[src/rtl/pipeline_hazard_ctrl.sv]
`default_nettype none
// ============================================================================
//  Module      : pipeline_hazard_ctrl
//  Description : Stall/flush sequencer for the 16-bit 5-stage pipeline.
//                Drives the PC / IF_ID / ID_EX / EX_MEM / MEM_WB write
//                enables and the IF_ID / ID_EX flushes. It resolves
//                load-use hazards, taken branches and a variable-latency
//                data-memory handshake, and halts on a memory timeout.
//  Ports       : CLK, Reset (async, active-high)
//                IDRs1/IDRs1Used, IDRs2/IDRs2Used  - ID-stage sources
//                EXRd/EXRegWrite/EXMemRead          - EX-stage destination
//                BranchTaken                        - taken branch in EX
//                MemReq/MemAck                      - data-memory handshake
//                PCWrite..MEMWBWrite                - stage enables
//                IFIDFlush/IDEXFlush                - bubble insertion
//                MemTimeout                         - sticky timeout flag
//                StallCount                         - saturating PC-stall count
//  Revision    : 1.0 - initial release
// ============================================================================
module pipeline_hazard_ctrl #(
  parameter int REG_AW      = 3,
  parameter int MEM_TIMEOUT = 16,
  parameter int CNT_W       = 16
) (
  input  logic              CLK,
  input  logic              Reset,
  input  logic [REG_AW-1:0] IDRs1,
  input  logic              IDRs1Used,
  input  logic [REG_AW-1:0] IDRs2,
  input  logic              IDRs2Used,
  input  logic [REG_AW-1:0] EXRd,
  input  logic              EXRegWrite,
  input  logic              EXMemRead,
  input  logic              BranchTaken,
  input  logic              MemReq,
  input  logic              MemAck,
  output logic              PCWrite,
  output logic              IFIDWrite,
  output logic              IDEXWrite,
  output logic              EXMEMWrite,
  output logic              MEMWBWrite,
  output logic              IFIDFlush,
  output logic              IDEXFlush,
  output logic              MemTimeout,
  output logic [CNT_W-1:0]  StallCount
);

  // Wait counter only ever holds 0..MEM_TIMEOUT-1.
  localparam int c_WW = $clog2(MEM_TIMEOUT);
  localparam logic [c_WW-1:0] c_WAIT_LAST = c_WW'(MEM_TIMEOUT - 1);
  localparam logic [c_WW-1:0] c_WAIT_ONE  = c_WW'(1);

  typedef enum logic [1:0] {
    ST_RUN      = 2'd0,
    ST_MEM_WAIT = 2'd1,
    ST_HALT     = 2'd2
  } state_t;

  state_t            r_state;
  state_t            w_state_nxt;
  logic [c_WW-1:0]   r_wait_cnt;
  logic [c_WW-1:0]   w_wait_nxt;
  logic              r_timeout;
  logic              w_timeout_set;
  logic [CNT_W-1:0]  r_stall_cnt;
  logic              w_ms;
  logic              w_lu;

  assign w_ms = MemReq & ~MemAck;

  // Register 0 is an ordinary register here, so an EXRd==0 match stalls too.
  assign w_lu = EXMemRead & EXRegWrite &
                ((IDRs1Used & (IDRs1 == EXRd)) | (IDRs2Used & (IDRs2 == EXRd)));

  always_comb begin
    PCWrite       = 1'b0;
    IFIDWrite     = 1'b0;
    IDEXWrite     = 1'b0;
    EXMEMWrite    = 1'b0;
    MEMWBWrite    = 1'b0;
    IFIDFlush     = 1'b0;
    IDEXFlush     = 1'b0;
    w_state_nxt   = r_state;
    w_wait_nxt    = r_wait_cnt;
    w_timeout_set = 1'b0;

    if (!Reset) begin
      case (r_state)
        ST_HALT: begin
          // Frozen until Reset; everything stays at its default of 0.
        end
        ST_RUN, ST_MEM_WAIT: begin
          if (w_ms) begin
            // Whole pipe freezes: defaults already hold all enables low.
            if (r_state == ST_RUN) begin
              w_state_nxt = ST_MEM_WAIT;
              w_wait_nxt  = c_WAIT_ONE;
            end else if (r_wait_cnt == c_WAIT_LAST) begin
              w_state_nxt   = ST_HALT;
              w_timeout_set = 1'b1;
            end else begin
              w_wait_nxt = r_wait_cnt + c_WAIT_ONE;
            end
          end else begin
            // The ack cycle of MEM_WAIT is decoded exactly like RUN.
            w_state_nxt = ST_RUN;
            w_wait_nxt  = '0;
            if (BranchTaken) begin
              // Squashing the ID instruction makes any load-use moot.
              PCWrite    = 1'b1;
              IFIDWrite  = 1'b1;
              IDEXWrite  = 1'b1;
              EXMEMWrite = 1'b1;
              MEMWBWrite = 1'b1;
              IFIDFlush  = 1'b1;
              IDEXFlush  = 1'b1;
            end else if (w_lu) begin
              // Hold IF/ID, drop one bubble into EX; the load then moves
              // to MEM and the hazard cannot repeat.
              IDEXWrite  = 1'b1;
              IDEXFlush  = 1'b1;
              EXMEMWrite = 1'b1;
              MEMWBWrite = 1'b1;
            end else begin
              PCWrite    = 1'b1;
              IFIDWrite  = 1'b1;
              IDEXWrite  = 1'b1;
              EXMEMWrite = 1'b1;
              MEMWBWrite = 1'b1;
            end
          end
        end
        default: begin
          w_state_nxt = ST_RUN;
          w_wait_nxt  = '0;
        end
      endcase
    end
  end

  always_ff @(posedge CLK or posedge Reset) begin
    if (Reset) begin
      r_state     <= ST_RUN;
      r_wait_cnt  <= '0;
      r_timeout   <= 1'b0;
      r_stall_cnt <= '0;
    end else begin
      r_state    <= w_state_nxt;
      r_wait_cnt <= w_wait_nxt;
      r_timeout  <= r_timeout | w_timeout_set;
      if (!PCWrite && (r_state != ST_HALT) && (r_stall_cnt != {CNT_W{1'b1}}))
        r_stall_cnt <= r_stall_cnt + {{(CNT_W-1){1'b0}}, 1'b1};
    end
  end

  assign MemTimeout = r_timeout;
  assign StallCount = r_stall_cnt;

endmodule
`default_nettype wire
[config.mk]
export PLATFORM = sky130hd
export DESIGN_NAME = pipeline_hazard_ctrl
export DESIGN_NICKNAME = d
export VERILOG_FILES = /design/src/rtl/pipeline_hazard_ctrl.sv
export SDC_FILE = /design/constraint.sdc
export NUM_CORES = 1
export LEC_CHECK = 0
export BUFFER_PORTS_ARGS = -buffer_cell sky130_fd_sc_hd__buf_2
export CAP_MARGIN = 20
export CORE_ASPECT_RATIO = 2
export CORE_MARGIN = 2
export CORE_UTILIZATION = 45
export DETAILED_ROUTE_END_ITERATION = 10
export PLACE_DENSITY = 0.74
export SLEW_MARGIN = 5
export SYNTH_ARGS = -nofsm -noshare
export SYNTH_HDL_FRONTEND = slang
export SYNTH_SLANG_ARGS = --single-unit
[constraint.sdc]
create_clock -name CLK -period 1.7 [get_ports CLK]
set_clock_uncertainty 0.1 [all_clocks]
set_input_delay 0.34 -clock CLK [delete_from_list [all_inputs] [get_ports CLK]]
set_output_delay 0.34 -clock CLK [all_outputs]
set_load 0.05 [all_outputs]
== Yosys cells after proc, flatten, opt, wreduce, memory -nomap -nowiden ==
Index checks and enable logic that the tools add are counted.

* Bits in registers: 23
* Output and inout bits: 24
* Logic and storage cells: 62

* Add/sub/neg operators: 2
* Equality and inequality tests: 9
* Multiplexer cells: 30
* Bitwise operators: 10
* Reduce and logical (&&, ||, !) cells: 7

{| class="wikitable"
|+ Operators with widths
! kind !! number
|-
| 2-to-1 mux 1 bit || 22
|-
| adder 16 x 1 -> 16 bit (second input constant) || 1
|-
| inequality test 16 bit (second input constant) || 1
|-
| 2-to-1 mux 4 bit || 3
|-
| inequality test 4 bit (second input constant) || 2
|-
| one-hot mux 4 bit (2 select lines) || 1
|-
| equality test 3 bit || 2
|-
| 2-to-1 mux 2 bit || 3
|-
| AND reduction 3 bit || 2
|-
| AND 1 bit || 5
|-
| adder 4 x 1 -> 4 bit (second input constant) || 1
|-
| equality test 4 bit (second input constant) || 1
|-
| one-hot mux 2 bit (2 select lines) || 1
|-
| NOT 1 bit || 3
|-
| equality test 2 x 1 -> 1 bit (second input constant) || 1
|-
| equality test 2 bit (second input constant) || 1
|-
| logical AND 1 bit || 2
|-
| zero test 2 bit || 1
|-
| inequality test 2 bit (second input constant) || 1
|-
| bitwise OR 1 bit || 2
|-
| OR reduction 2 bit || 1
|-
| zero test 1 bit || 1
|}

== Longest topological paths before layout ==
Gate-level depths: netlist of the first run.

* Depth after elaboration: 12
* Mapped depth: 7
* Mapped depth without buffers: 6

== Worst setup path after synthesis of the first run ==
Ideal clock, no wire load.

* Path kind: flip-flop to output port
* Start: register r_state[1]
* End: output PCWrite
* Arrival: 2994 ps
* Path slack: -1734 ps
* Stages on the path, launching flop included: 4
* Buffers on the path: 1
* Cell sequence: dfrtp_1 > nor3_2 > a21boi_0 > buf_4

* Cells in the longest elaborated chain, start to end: 4

{| class="wikitable"
|+ RTL lines
! item !! line !! source
|-
| start, declared || 59 || <nowiki>state_t r_state;</nowiki>
|-
| start signal, assigned || 148 || <nowiki>r_state <= w_state_nxt;</nowiki>
|-
| equality test 2 x 1 -> 1 bit / zero test 2 bit (equally long branches) || n/a ||
|-
| OR reduction 2 bit (*) || n/a ||
|-
| 2-to-1 mux 1 bit (*) (2 in a row) || n/a ||
|-
| end, declared || 37 || <nowiki>output logic PCWrite,</nowiki>
|}

Every way passes the cells marked *; elsewhere a longest branch is shown, timed or not.

== Final worst setup path of the first run ==
* Start: input EXRd[2]
* End: output PCWrite

* Cells in the longest elaborated chain, start to end: 9

{| class="wikitable"
|+ RTL lines
! item !! line !! source
|-
| start, declared || 31 || <nowiki>input logic [REG_AW-1:0] EXRd,</nowiki>
|-
| equality test 3 bit || 73 || <nowiki>((IDRs1Used & (IDRs1 == EXRd)) | (IDRs2Used & (IDRs2 == EXRd)));</nowiki>
|-
| AND 1 bit || 73 ||
|-
| bitwise OR 1 bit (*) || 73 ||
|-
| AND 1 bit (*) || 72 || <nowiki>assign w_lu = EXMemRead & EXRegWrite &</nowiki>
|-
| 2-to-1 mux 1 bit (*) || 117 || <nowiki>end else if (w_lu) begin</nowiki>
|-
| 2-to-1 mux 1 bit (*) || 108 || <nowiki>if (BranchTaken) begin</nowiki>
|-
| 2-to-1 mux 1 bit (*) || 93 || <nowiki>if (w_ms) begin</nowiki>
|-
| 2-to-1 mux 1 bit (*) || 88 || <nowiki>case (r_state)</nowiki>
|-
| 2-to-1 mux 1 bit (*) || 87 || <nowiki>if (!Reset) begin</nowiki>
|}

Marks and branches as above.

==> metrics.md, run 1 <==
| Metric | Value |
|---|---|
| Ratio of cells with drive above 1 in the final layout | between 60% and 70% |
| Area grow syn2layout | 60.8% |
| Tot Pwr | 2140 uW |
| Crit Path Class | in -> out |
| DRT iter0 DRCs | 21 |
| Failing checks | negative setup slack |
| Ys Warns | 0 |
| Yosys reg bits | 23 |
| Hpwl dp | 2760 um |
| Final hold vios | 0 |
| Initial Utilization | 46.5% |
| Tcrit/Tclk final | 108% |
| Worst Setup End Kind | output port |
| Distinct cells, synth | 39 |
| Finished Layout Cells | 245 |
| Startpoint types | primary input |
| Vias per inst | 5.41 |
| Routed WL | 3680 um |
| Leading area contributor after synthesis | dfrtp_1 |
| Worst-case clock buffer depth | 2 |
| Avg Cell Area, Syn | around 9.9 um^2 |
| Syn Inst Count | around 140 |
| Pwr dens | ~970 mW/mm^2 |
| Root Buffer | clkbuf_8 |
| Mapped Area | 0.00137 mm^2 |
| CP max FO | 2 |
| Clock transition at the registers of the reported paths | approximately 70 ps |
| Inserted Clock Buffers | 3 |
| Net Count, Synth | 158 |
| Max Cap Viol | 0 |
| CP required | 1260 ps |
| Drc violations | 0 |
| Worst slew pin tran | 479 ps |
| Die ar. | 0.00353 mm^2 |
| Initial antenna violation count | 0 |
| Die Span Y | 82.0 um |
| Via count of the first global-routing pass | 1370 |
| Avg WL per Cell | 15.0 um |
| Synth top area cells | dfrtp_1 42%, xnor2_1 13%, nand2_1 5.2%, nand4_1 4.1%, nand3_1 4.0% |
| TritonRoute pass-1 iters | 4 |
| Leak pwr | 0.00103 uW |
| Count leader, synth | dfrtp_1 |
| Post-synthesis sequential area ratio | between 40% and 50% |
| Fillers | between 150 and 200 |
| Ports | 42 |
| Commonest cells post-synth | 23 x dfrtp_1, 21 x xnor2_1, 19 x nand2_1 |
| Diodes inserted | 0 |
| Worst endpoint data arrival time | 1400 ps |
| Top cell type's share of synthesized area | 42.0% |
| Placed Area | 0.00190 mm^2 |
| Core ar. | 0.00294 mm^2 |
| Clk Latency, worst-skew pair | 260 ps |
| Peak supply drop | 1270 uV |
| Final setup vio count | 11 |
| Gr ovfl total | 0 |
| FFs w/ async S/R, synth | between 90% and 100% |
| Post-synth EDFFs | 0 |
| Max Slew Vio Count | 0 |
| Min Tclk post-route | approximately 1800 ps |
| Max Clk Rate | 544 MHz |
| Largest net degree at the start of global routing | 18 |
| FF/Latch Area | approximately 600 um^2 |
| Total Routing Usage GR | 20.9% |
| Vias | about 1300 |
| Final instance area | 0.00220 mm^2 |
| Sink Count | 23 |
| Slew HR | 67.9% |
| Final Worst Setup Slack | -137 ps |
| Antenna-violating nets left | 0 |
| Routability cong. | between 0.7 and 0.8 |
| H-tree levels | 1 |
| First-pass GRT wire length | 5630 um |
| Final net count | ~240 |
| Multi-input logic area | 948 um^2 |
| Status | complete, but fails checks |
| Die outline width | 43 um |
| RSZ-0062 raised after global routing | true |
| CTS tree | yes |
| # port buffers | 41 |
| Row cnt | 28 |
| Post-synth top flop | dfrtp_1 |
| Cells after DPL | 232 |
| HP Class | in -> async |
per-stage QoR:
step / utilization, % / TNS [ps] / hold slack [ps] / setup WS [ps]
after global placement: 64.7 / -626 / 321 / -124
final: 74.8 / -768 / 46.9 / -137
after floorplan: - / -3980 / 127 / -503
after detailed placement: 64.7 / -1140 / 322 / -192
after global routing: 74.8 / -1870 / 51.8 / -174
after CTS: 69.4 / -833 / 39.1 / -134
routing by layer:
layer  track usage, %  vias to the layer above  wire length, um
li1                 -                      637                -
met1             19.2                      647             1230
met2             44.5                       37             2250
met3             3.30                        4              170
met4             5.45                        0               35
met5                0                        -                0
sequential cells by signal, summed over array words and instances, names as in the netlist:
name and flops:
r_wait_cnt 4, r_state 2, MemTimeout 1, StallCount 16
kinds of logic after synthesis:
family / count (synthesis) / synth area share (%)
xor gates and xnor gates: 21 / 13.4
buffers and inverters: 8 / 3.11
and+or+nand+nor: 67 / 28.9
AOI/OAI and AO/OA: 16 / 9.87
adders and majority gates: 2 / 1.83
muxes: 1 / 0.823
DFF: 23 / 42.0
critical path: stages:
cell and delay, ps:
buf_2 130, xnor2_1 150, nand4_1 180, a21oi_2 240, buf_4 160, a21boi_4 60
buf_6 150
layout by cell type, fill, tap and decap left out, drive strengths merged, types with 3 or more instances in the layout:
| cell type | instances |
|---|---|
| dfrtp | 23 |
| and3 | 7 |
| nand4 | 9 |
| xnor2 | 21 |
| nor2 | 5 |
| inv | 3 |
| nand2 | 20 |
| nand3 | 11 |
| and2 | 3 |
| a21oi | 6 |
| nor3 | 3 |
| buf | 78 |
| clkbuf | 4 |
| o21ai | 3 |
timing repair:
item	CTS	global route
endpoints found under the setup margin	8	24
cloned	0	0
setup buffers	3	7
hold buffers	0	0
resized for setup	20	22
pin swaps	2	17
layout make-up:
type | count | share of cell area (%)
Clock buffer | 4 | 2.05
Inverter | 3 | 0.512
Multi-Input combinational cell | 107 | 43.1
Sequential cell | 23 | 26.8
Tap cell | 30 | 1.71
Timing Repair Buffer | 78 | 25.8
final timing paths:
path | from | to | slack (ps) | cells after the start
max in group asynchronous | Reset | StallCount[11] | 1010 | 4
worst min-delay path | Reset | MemTimeout | 50 | 3
worst max register to register | r_state[1] | StallCount[1] | -50 | 7
worst max-delay path | EXRd[2] | PCWrite | -140 | 7
worst min register to register | MemTimeout | MemTimeout | 370 | 1
min in group CLK | MemTimeout | MemTimeout | 370 | 1
power breakdown:
part           internal [uW]  switching [uW]  leakage (uW)
sequential               651            94.5      0.000290
clock                    167             158     0.0000228
combinational            437             631      0.000716
Note: power is estimated with default switching activity, not from simulation.
==> run 2: changes to the inputs <==
--- a/config.mk
+++ b/config.mk
@@ -12,6 +12,7 @@
 export CORE_UTILIZATION = 45
 export DETAILED_ROUTE_END_ITERATION = 10
 export PLACE_DENSITY = 0.74
+export REMOVE_ABC_BUFFERS = 1
 export SLEW_MARGIN = 5
 export SYNTH_ARGS = -nofsm -noshare
 export SYNTH_HDL_FRONTEND = slang
==> metrics.md, run 2 (same netlist as run 1, synthesis figures left out) <==
| Metric | Value |
|---|---|
| Leak pwr | 0.00105 uW (+2.1%) |
| Ratio of cells with drive above 1 in the final layout | 54.2% (-5.8 points) |
| Total Routing Usage GR | 22.0% (+1.1 points) |
| R2R Path Start | r_state[1] |
| Antenna-violating nets left | 0 (unchanged) |
| Initial Utilization | 46.5% (unchanged) |
| Met1 Use GR | 21.3% (+2.2 points) |
| CP max FO | 2 (unchanged) |
| CTS hold repair buffers | 0 (unchanged) |
| Placed Area | 0.00178 mm^2 (-6.7%) |
| First-pass GRT wire length | 5940 um (+5.5%) |
| Vias per inst | 5.54 (+2.4%) |
| Tcrit/Tclk final | 109% (+0.57 points) |
| Core ar. | 0.00294 mm^2 (unchanged) |
| Reg2Reg Setup Slack | -110 ps (-60 ps) |
| HP Class | in -> async |
| Initial antenna violation count | 0 (unchanged) |
| Via count of the first global-routing pass | 1380 (+0.73%) |
| Die Span Y | 82.0 um (unchanged) |
| Inserted Clock Buffers | 3 (unchanged) |
| Reg-to-Reg End | StallCount[1] |
| Drc violations | 0 (unchanged) |
| Worst Setup End Kind | output port |
| Routed WL | 4030 um (+9.4%) |
| GR Util met2 | 45.9% (+1.4 points) |
| Failing checks | negative setup slack |
| Worst-case clock buffer depth | 2 (unchanged) |
| Sink Count | 23 (unchanged) |
| Cell family with most CP delay | buffers and inverters |
| Ports | 42 (unchanged) |
| CTS tree | yes |
| Final setup vio count | 21 (+10) |
| Peak supply drop | 995 uV (-21%) |
| Status | complete, but fails checks |
| TritonRoute pass-1 iters | 4 (unchanged) |
| Worst stage delay on the critical path | 230 ps (about the same) |
| Final instance area | 0.00219 mm^2 (-0.68%) |
| Cells after DPL | 230 (-0.86%) |
| Die ar. | 0.00353 mm^2 (unchanged) |
| Pwr dens | 1030 mW/mm^2 (+5.6%) |
| CP required | 1260 ps (about the same) |
| Slew HR | 63.5% (-4.5 points) |
| Final Worst Setup Slack | -146 ps (-9.70 ps) |
| Most Used Layer, Global Route | met2 |
| RSZ-0062 raised after global routing | true |
| Clk Latency, worst-skew pair | 270 ps (about the same) |
| Largest net degree at the start of global routing | 14 (-4) |
| Clock transition at the registers of the reported paths | 80 ps (about the same) |
| Final net count | 235 (-0.42%) |
| Cell Chain, Critical Path | buf_2 > xnor2_1 > nand4_1 > a21oi_2 > buf_4 > a21boi_4 > buf_6 |
| Routability cong. | 0.779 (+2.0%) |
| # port buffers | 41 (unchanged) |
| Max Slew Vio Count | 0 (unchanged) |
| Worst endpoint data arrival time | 1410 ps (about the same) |
| H-tree levels | 1 (unchanged) |
| Startpoint types | primary input |
| Hpwl dp | 2730 um (-1.0%) |
| Bufs and invs on worst path | 3 (unchanged) |
| Worst slew pin tran | 546 ps (+66.8 ps) |
| Met3 Use GR | 1.54% (-1.8 points) |
| DRT iter0 DRCs | 16 (-24%) |
| Final hold vios | 0 (unchanged) |
| Min Hold Slack | 49.7 ps (+2.79 ps) |
| Most frequent cells in the layout | 34 x buf_2, 27 x buf_4, 22 x dfrtp_1, 18 x nand2_1, 14 x xnor2_1 |
| Root Buffer | clkbuf_8 |
| Vias | 1351 (+2.0%) |
| Crit Path Class | in -> out |
| Diodes inserted | 0 (unchanged) |
| Largest register FFs | 16 (unchanged) |
| Row cnt | 28 (unchanged) |
| Min Tclk post-route | 1850 ps (+9.71 ps) |
| Die outline width | 43 um (unchanged) |
| Max Cap Viol | 0 (unchanged) |
| Gr ovfl total | 0 (unchanged) |
| Finished Layout Cells | 244 (-0.41%) |
| Max Clk Rate | 542 MHz (-0.53%) |
| R2R cell count | 5 (-2) |
| Avg WL per Cell | 16.5 um (+9.8%) |
| Crit path max-delay cell type | a21oi_2 |
| Area grow syn2layout | 59.7% |
| Most common cell after layout, fill and taps aside | buf_2 |
-- run 2: cell count changes in the layout (fill, tap and decap cells not counted), moves of 2 or more --
cell / before / now
and3_4: 1 / 3
buf_4: 29 / 27
nand3_1: 2 / 5
dfrtp_1: 11 / 22
nand2_2: 3 / 1
dfrtp_2: 12 / 1
nand3_2: 6 / 2
-- run 2: cell type report --
cell class | count | area, um^2
Timing Repair Buffer | 77 | 564
Tap cell | 30 | 37.5
Clock inverter | 1 | 5.00
Inverter | 3 | 11.3
Clock buffer | 3 | 41.3
Sequential cell | 23 | 577
Fill cell | 191 | 757
Multi-Input combinational cell | 107 | 950
-- run 2: repair_timing --
| action | in CTS | in global routing |
|---|---|---|
| pin swaps | 8 | 36 |
| setup buffers | 2 | 9 |
| resized for setup | 27 | 35 |
| endpoints found under the setup margin | 21 | 23 |
-- run 2: worst max-delay path by stage --
| stage | startpoint | end | cells past startpoint |
|---|---|---|---|
| after floorplan | r_state[1] | IFIDWrite | 2 |
| after global placement | MemReq | IFIDWrite | 5 |
| after detailed placement | MemReq | IFIDWrite | 5 |
| after CTS | r_state[1] | IFIDWrite | 3 |
| after global routing | IDRs2[2] | IFIDWrite | 7 |
| final | EXRd[1] | IFIDWrite | 7 |
-- run 2: tightest hold or removal path: stages --
cell,delay [ps]
buf_2,140
buf_4,160
inv_2,130
-- run 2: routing by layer --
metal	up-vias	part of all wire, %
met3	4	4.3
li1	641	-
met2	41	62
met1	665	33
met4	0	0.89
met5	-	0
-- run 2: stage by stage --
step | util, % | total power, uW | setup TNS (ps) | worst slack, ps
after floorplan | - | 1270 | -43410 | -3430
after global routing | 74.3 | 2340 | -2390 | -220
final | 74.3 | 2240 | -1630 | -146
after global placement | 60.3 | 1580 | -452 | -107
after CTS | 66.2 | 2030 | -556 | -119
after detailed placement | 60.3 | 1610 | -1070 | -193
-- run 2: where the power goes --
group | internal, uW | switching [uW]
clock network | 164 | 188
logic | 486 | 666
registers | 636 | 104
